--- src/rtl/spi_cmd_pkg.sv ---
// Shared command codes, response codes and state encoding for the SPI command decoder.
// Also holds the saturating adder used by the protocol error counter.
package spi_cmd_pkg;

    typedef enum logic [1:0] {
        S_IDLE   = 2'd0,
        S_DECODE = 2'd1,
        S_STEP   = 2'd2,
        S_RESP   = 2'd3
    } state_t;

    localparam logic [7:0] CMD_STEP_0     = 8'h00;
    localparam logic [7:0] CMD_STEP_1     = 8'h01;
    localparam logic [7:0] CMD_READ_STATE = 8'hFF;
    localparam logic [7:0] CMD_READ_ERR   = 8'hFE;
    localparam logic [7:0] CMD_CLR_ERR    = 8'hFD;

    localparam logic [7:0] ERR_CODE = 8'hEE;
    localparam logic [7:0] ACK_CODE = 8'hAC;

    // Several error events can land in one cycle, so the increment is up to 2.
    function automatic logic [7:0] sat_add(input logic [7:0] base, input logic [1:0] inc);
        logic [8:0] sum;
        sum = {1'b0, base} + {7'b0, inc};
        return sum[8] ? 8'hFF : sum[7:0];
    endfunction

endpackage

--- src/rtl/spi_cmd_decoder.sv ---
// Decodes SPI command bytes into FSM step handshakes or TX responses,
// and keeps a saturating count of protocol errors.
module spi_cmd_decoder
    import spi_cmd_pkg::*;
#(
    parameter int unsigned STEP_TIMEOUT = 16
) (
    input  logic       i_Clk,
    input  logic       i_Rst,
    input  logic       i_RX_DV,
    input  logic [7:0] i_RX_Byte,
    output logic       o_TX_DV,
    output logic [7:0] o_TX_Byte,
    input  logic [7:0] i_State,
    output logic       o_Step_Valid,
    output logic       o_Step_Bit,
    input  logic       i_Step_Ready,
    output logic [7:0] o_Err_Cnt,
    output logic       o_Busy,
    output logic       o_Overrun
);

    localparam int unsigned TMO_W = (STEP_TIMEOUT > 2) ? $clog2(STEP_TIMEOUT) : 1;
    localparam logic [TMO_W-1:0] TMO_LAST = TMO_W'(STEP_TIMEOUT - 1);

    state_t           state_q,      state_d;
    logic [7:0]       cmd_q,        cmd_d;
    logic             tx_dv_q,      tx_dv_d;
    logic [7:0]       tx_byte_q,    tx_byte_d;
    logic             step_valid_q, step_valid_d;
    logic             step_bit_q,   step_bit_d;
    logic [7:0]       err_cnt_q,    err_cnt_d;
    logic             overrun_q,    overrun_d;
    logic [TMO_W-1:0] tmo_cnt_q,    tmo_cnt_d;

    logic [1:0]       err_inc;
    logic             err_clr;

    always_comb begin
        state_d      = state_q;
        cmd_d        = cmd_q;
        tx_dv_d      = 1'b0;
        tx_byte_d    = tx_byte_q;
        step_valid_d = step_valid_q;
        step_bit_d   = step_bit_q;
        overrun_d    = 1'b0;
        tmo_cnt_d    = tmo_cnt_q;
        err_inc      = 2'd0;
        err_clr      = 1'b0;

        case (state_q)
            S_IDLE: begin
                if (i_RX_DV) begin
                    cmd_d   = i_RX_Byte;
                    state_d = S_DECODE;
                end
            end
            S_DECODE: begin
                case (cmd_q)
                    CMD_STEP_0, CMD_STEP_1: begin
                        step_bit_d   = cmd_q[0];
                        step_valid_d = 1'b1;
                        tmo_cnt_d    = '0;
                        state_d      = S_STEP;
                    end
                    CMD_READ_STATE: begin
                        tx_byte_d = i_State;
                        tx_dv_d   = 1'b1;
                        state_d   = S_RESP;
                    end
                    CMD_READ_ERR: begin
                        tx_byte_d = err_cnt_q;
                        tx_dv_d   = 1'b1;
                        state_d   = S_RESP;
                    end
                    CMD_CLR_ERR: begin
                        err_clr   = 1'b1;
                        tx_byte_d = ACK_CODE;
                        tx_dv_d   = 1'b1;
                        state_d   = S_RESP;
                    end
                    default: begin
                        err_inc   = err_inc + 2'd1;
                        tx_byte_d = ERR_CODE;
                        tx_dv_d   = 1'b1;
                        state_d   = S_RESP;
                    end
                endcase
            end
            S_STEP: begin
                // Ready on the last permitted cycle still wins over the timeout.
                if (step_valid_q && i_Step_Ready) begin
                    step_valid_d = 1'b0;
                    state_d      = S_IDLE;
                end else if (tmo_cnt_q == TMO_LAST) begin
                    step_valid_d = 1'b0;
                    err_inc      = err_inc + 2'd1;
                    state_d      = S_IDLE;
                end else begin
                    tmo_cnt_d = tmo_cnt_q + 1'b1;
                end
            end
            S_RESP: begin
                state_d = S_IDLE;
            end
            default: begin
                state_d = S_IDLE;
            end
        endcase

        if (i_RX_DV && (state_q != S_IDLE)) begin
            overrun_d = 1'b1;
            err_inc   = err_inc + 2'd1;
        end

        // Clear takes effect before any same-cycle errors are counted.
        err_cnt_d = sat_add(err_clr ? 8'h00 : err_cnt_q, err_inc);
    end

    always_ff @(posedge i_Clk) begin
        if (i_Rst) begin
            state_q      <= S_IDLE;
            cmd_q        <= 8'h00;
            tx_dv_q      <= 1'b0;
            tx_byte_q    <= 8'h00;
            step_valid_q <= 1'b0;
            step_bit_q   <= 1'b0;
            err_cnt_q    <= 8'h00;
            overrun_q    <= 1'b0;
            tmo_cnt_q    <= '0;
        end else begin
            state_q      <= state_d;
            cmd_q        <= cmd_d;
            tx_dv_q      <= tx_dv_d;
            tx_byte_q    <= tx_byte_d;
            step_valid_q <= step_valid_d;
            step_bit_q   <= step_bit_d;
            err_cnt_q    <= err_cnt_d;
            overrun_q    <= overrun_d;
            tmo_cnt_q    <= tmo_cnt_d;
        end
    end

    assign o_TX_DV      = tx_dv_q;
    assign o_TX_Byte    = tx_byte_q;
    assign o_Step_Valid = step_valid_q;
    assign o_Step_Bit   = step_bit_q;
    assign o_Err_Cnt    = err_cnt_q;
    assign o_Overrun    = overrun_q;
    assign o_Busy       = (state_q != S_IDLE);

endmodule

--- config.mk ---
export PLATFORM = sky130hd
export DESIGN_NAME = spi_cmd_decoder
export DESIGN_NICKNAME = d
export VERILOG_FILES = /design/src/rtl/spi_cmd_pkg.sv /design/src/rtl/spi_cmd_decoder.sv
export SDC_FILE = /design/constraint.sdc
export NUM_CORES = 1
export LEC_CHECK = 0
export ABC_AREA = 1
export CAP_MARGIN = 30
export CORE_MARGIN = 1
export CORE_UTILIZATION = 53
export DETAILED_ROUTE_END_ITERATION = 8
export PLACE_DENSITY = 0.84
export SETUP_SLACK_MARGIN = 0.05
export SLEW_MARGIN = 25
export SYNTH_ARGS = -nofsm -noshare
export SYNTH_HDL_FRONTEND = slang
export SYNTH_SLANG_ARGS = --single-unit
--- constraint.sdc ---
create_clock -name i_Clk -period 5.4 [get_ports i_Clk]
set_input_delay 0.81 -clock i_Clk [delete_from_list [all_inputs] [get_ports i_Clk]]
set_output_delay 0.81 -clock i_Clk [all_outputs]
set_load 0.02 [all_outputs]
==> summary.txt <==
Yosys
  • Largest area contributor in the netlist: dfxtp_1
  • Syn Nets: 273
  • Mux contribution to synthesized area: 0%
  • Largest family of logic cells by synthesized area: simple AND/OR/NAND/NOR gates
  • Seq/Total Area, Yosys: between 30% and 40%
  • Gate count after technology mapping: 244
  • Synth Area in Adders: 6.76%
  • Mapped cell area: 1780 um^2
  • Post-Synth Simple-Gate Area: between 30 and 40%
  • Yosys cell types: 32
  • Yosys top cell area share: 38.3%
  • Synth area leaders: dfxtp_1 (38%), nand2_1 (11%), nor2_1 (6.1%)
  • Avg Cell Area, Syn: 7.29 um^2
  • Synth Area in Compound Gates: 15.6%
  • #FFs+latches synth: 34
  • YS warnings: 0
  • Synth Area in XOR/XNOR: 1.48%

Status
  • Outcome: finished, final reports clean

Setup path
  • WS Path Type: reg2reg
  • Worst R2R Start: state_q[1]$_SDFFE_PP0P_
  • R2R cell count: 17
  • Reg2reg setup slack: 2.38 ns
  • Setup crit end kind: flip-flop
  • Crit Path Max Fanout: 10
  • Critical Path RT: 5.70 ns
  • Worst r2r dst: o_Err_Cnt[5]$_SDFF_PP0_
  • Data arrival, critical path: ~3.3 ns
  • Worst Setup Start Kind: flip-flop

Clocking
  • Resize count post-CTS: 0
  • Clock latency on the worst-skew pair: 0.35 ns
  • CTS tree: built
  • Reg clk slew, reported paths: 0.11 ns
  • CTS Buffer Depth: 2
  • CTS buffer count: 5
  • Hold_buf cts: 0
  • Post-CTS repair timing setup buffer count: 0
  • CTS root buf: clkbuf_4
  • # clock sinks: 34
  • H-Tree Depth: 2

Timing
  • Ratio of final minimum period to clock period: 55.9%
  • Setup TNS: 0 ns
  • Fin. max-slew vios: 0
  • Setup Skew: 0.00985 ns
  • Slew HR: 56.1%
  • Minimum clock period: 3.02 ns
  • Final worst slack: about 2.4 ns
  • Final Hold Vio Count: 0
  • Final setup violation count: 0
  • FMAX: 331 MHz
  • Worst-margin pin slew: 0.657 ns
  • RSZ-0062 raised after global routing: no

Finish
  • Layout area overhead: 27.5%
  • Share of layout cells above drive strength 1: around an eighth
  • Commonest non-fill, non-tap cell in the layout: nand2_1
  • Nets: ~320
  • Post-layout util: between 70 and 80%
  • Filler cells: about 280
  • ANT cells: 0
  • Most frequent cells in the layout: nand2_1 (51), clkdlybuf4s50_1 (40), dfxtp_1 (34)

Routing
  • WL final: 4060 um
  • Initial DRC Count: 71
  • Final ANT Viol Nets: 0
  • DR vias/cell: 5.11
  • 1st-pass router iterations: 4
  • Routed vias: 1692
  • WL/cell: 12.3 um
  • # DRC: 0

Floorplan
  • Core Box Area: 3130 um^2
  • # IOs: 41
  • Die area: 3590 um^2
  • Initial Utilization: 56.8%
  • Row count: 20
  • Die Ht: about 60 um
  • Die X: ~60 um

Global routing
  • Overflow after GRT: 0
  • Largest net degree at the start of global routing: 18
  • Total track usage: 25.6%
  • First-pass GRT wire length: 6590 um
  • Initial antenna violation count: 0
  • Vias in the first global route: roughly 1400

Place
  • Detailed placement HPWL: between 3000 and 4000 um
  • GP Congestion: 0.846
  • PortBufs: 40
  • Post-place setup slack: 2.09 ns

Worst hold path
  • Min-delay worst type: reg2reg
  • Hold EP: o_TX_Byte[4]$_SDFFE_PP0P_
  • HP Start: o_TX_Byte[4]$_SDFFE_PP0P_
  • Cells on Worst Hold Path: 2

Pwr
  • Leak Pwr: 0.000957 uW
  • PwrDens: 388 nW/um^2
  • Max VDD drop: 0.206 mV

Run
  • Max cap viols: 0
stage by stage:
step	total power (uW)	area (um^2)	hold WS, ns	cells
after floorplan	594	1780	0.437	244
after global placement	724	2210	0.451	323
after detailed placement	732	2210	0.458	323
after CTS	883	2270	0.473	331
after global routing	942	2270	0.494	331
final	880	2270	0.474	331
cells by family (layout without fill, tap and decap cells):
kind of cell	after synthesis	count (layout)
adder cells (fa/ha/maj)	9	9
buffers and inverters	33	76
AND/OR/NAND/NOR	115	115
XOR/XNOR	3	3
AO/OA/AOI/OAI	50	50
flip-flops	34	34
routing by layer:
layer  share of wire, %  global-route usage (%)  vias to the layer above  wire [um]
met5                  0                       0                        -          0
met4                2.0                    11.6                        0         83
met3                5.9                    9.09                       10        239
met2                 47                    39.5                       45       1890
met1                 45                    31.8                      763       1850
li1                   -                       -                      874          -
cell type report:
cell class	count	area (um^2)	share of cell area, %
multi-input cells	177	965	42.5
repair buffers	40	400	17.7
flip-flops and latches	34	681	30.0
well taps	44	55.1	2.43
inverters	28	106	4.69
clock inverters	1	5.00	0.221
clock buffers	7	55.1	2.43
worst max path at each step:
stage / end / from / slack [ns] / depth (start not counted)
after detailed placement: o_Err_Cnt[5]$_SDFF_PP0_ / i_Step_Ready / 2.09 / 15
after global placement: o_Err_Cnt[5]$_SDFF_PP0_ / i_Step_Ready / 2.20 / 15
after floorplan: o_Err_Cnt[5]$_SDFF_PP0_ / i_Step_Ready / 2.75 / 14
after global routing: o_Err_Cnt[5]$_SDFF_PP0_ / state_q[1]$_SDFFE_PP0P_ / 2.07 / 17
final: o_Err_Cnt[5]$_SDFF_PP0_ / state_q[1]$_SDFFE_PP0P_ / 2.38 / 17
after CTS: o_Err_Cnt[5]$_SDFF_PP0_ / state_q[1]$_SDFFE_PP0P_ / 2.37 / 17
synthesized netlist by cell type:
cell type	instances
o21bai_1	1
nand3_1	12
o31ai_1	1
clkinv_2	1
nor2_4	2
xnor2_1	2
a21oi_2	1
a31oi_1	2
nor2_1	29
inv_2	3
o21ai_2	2
nand3_2	2
a21o_1	1
clkbuf_1	3
ha_1	8
o21ai_0	20
nand2_2	5
buf_6	1
inv_1	24
nand2_4	2
dfxtp_1	34
nand4_1	2
nand2_1	51
buf_1	1
nor3_1	1
xor2_1	1
a211oi_1	1
a21boi_0	1
nor2_2	8
nand3_4	1
fa_1	1
a21oi_1	20
where the power goes:
group | switching [uW] | internal, uW
Sequential | 39.9 | 311
Clock | 89.9 | 63.1
Combinational | 224 | 153
critical path, stage by stage (launching register included):
cell and delay (ns):
dfxtp_1 0.32, inv_1 0.11, ha_1 0.33, o21ai_2 0.18, inv_2 0.18, nand2_1 0.08
a21boi_0 0.18, ha_1 0.15, ha_1 0.16, inv_1 0.06, fa_1 0.41, nor2_1 0.12
nand3_1 0.13, nor2_2 0.23, nand2_4 0.11, nand3_1 0.09, nand2_1 0.05, inv_1 0.06
flip-flops by register name, indices dropped and copies added, names as in the netlist:
signal        flops
o_Overrun         1
cmd_q             8
o_TX_DV           1
o_Step_Valid      1
o_TX_Byte         8
tmo_cnt_q         4
o_Step_Bit        1
state_q           2
o_Err_Cnt         8
No activity file was read; power rests on OpenSTA's default activity.
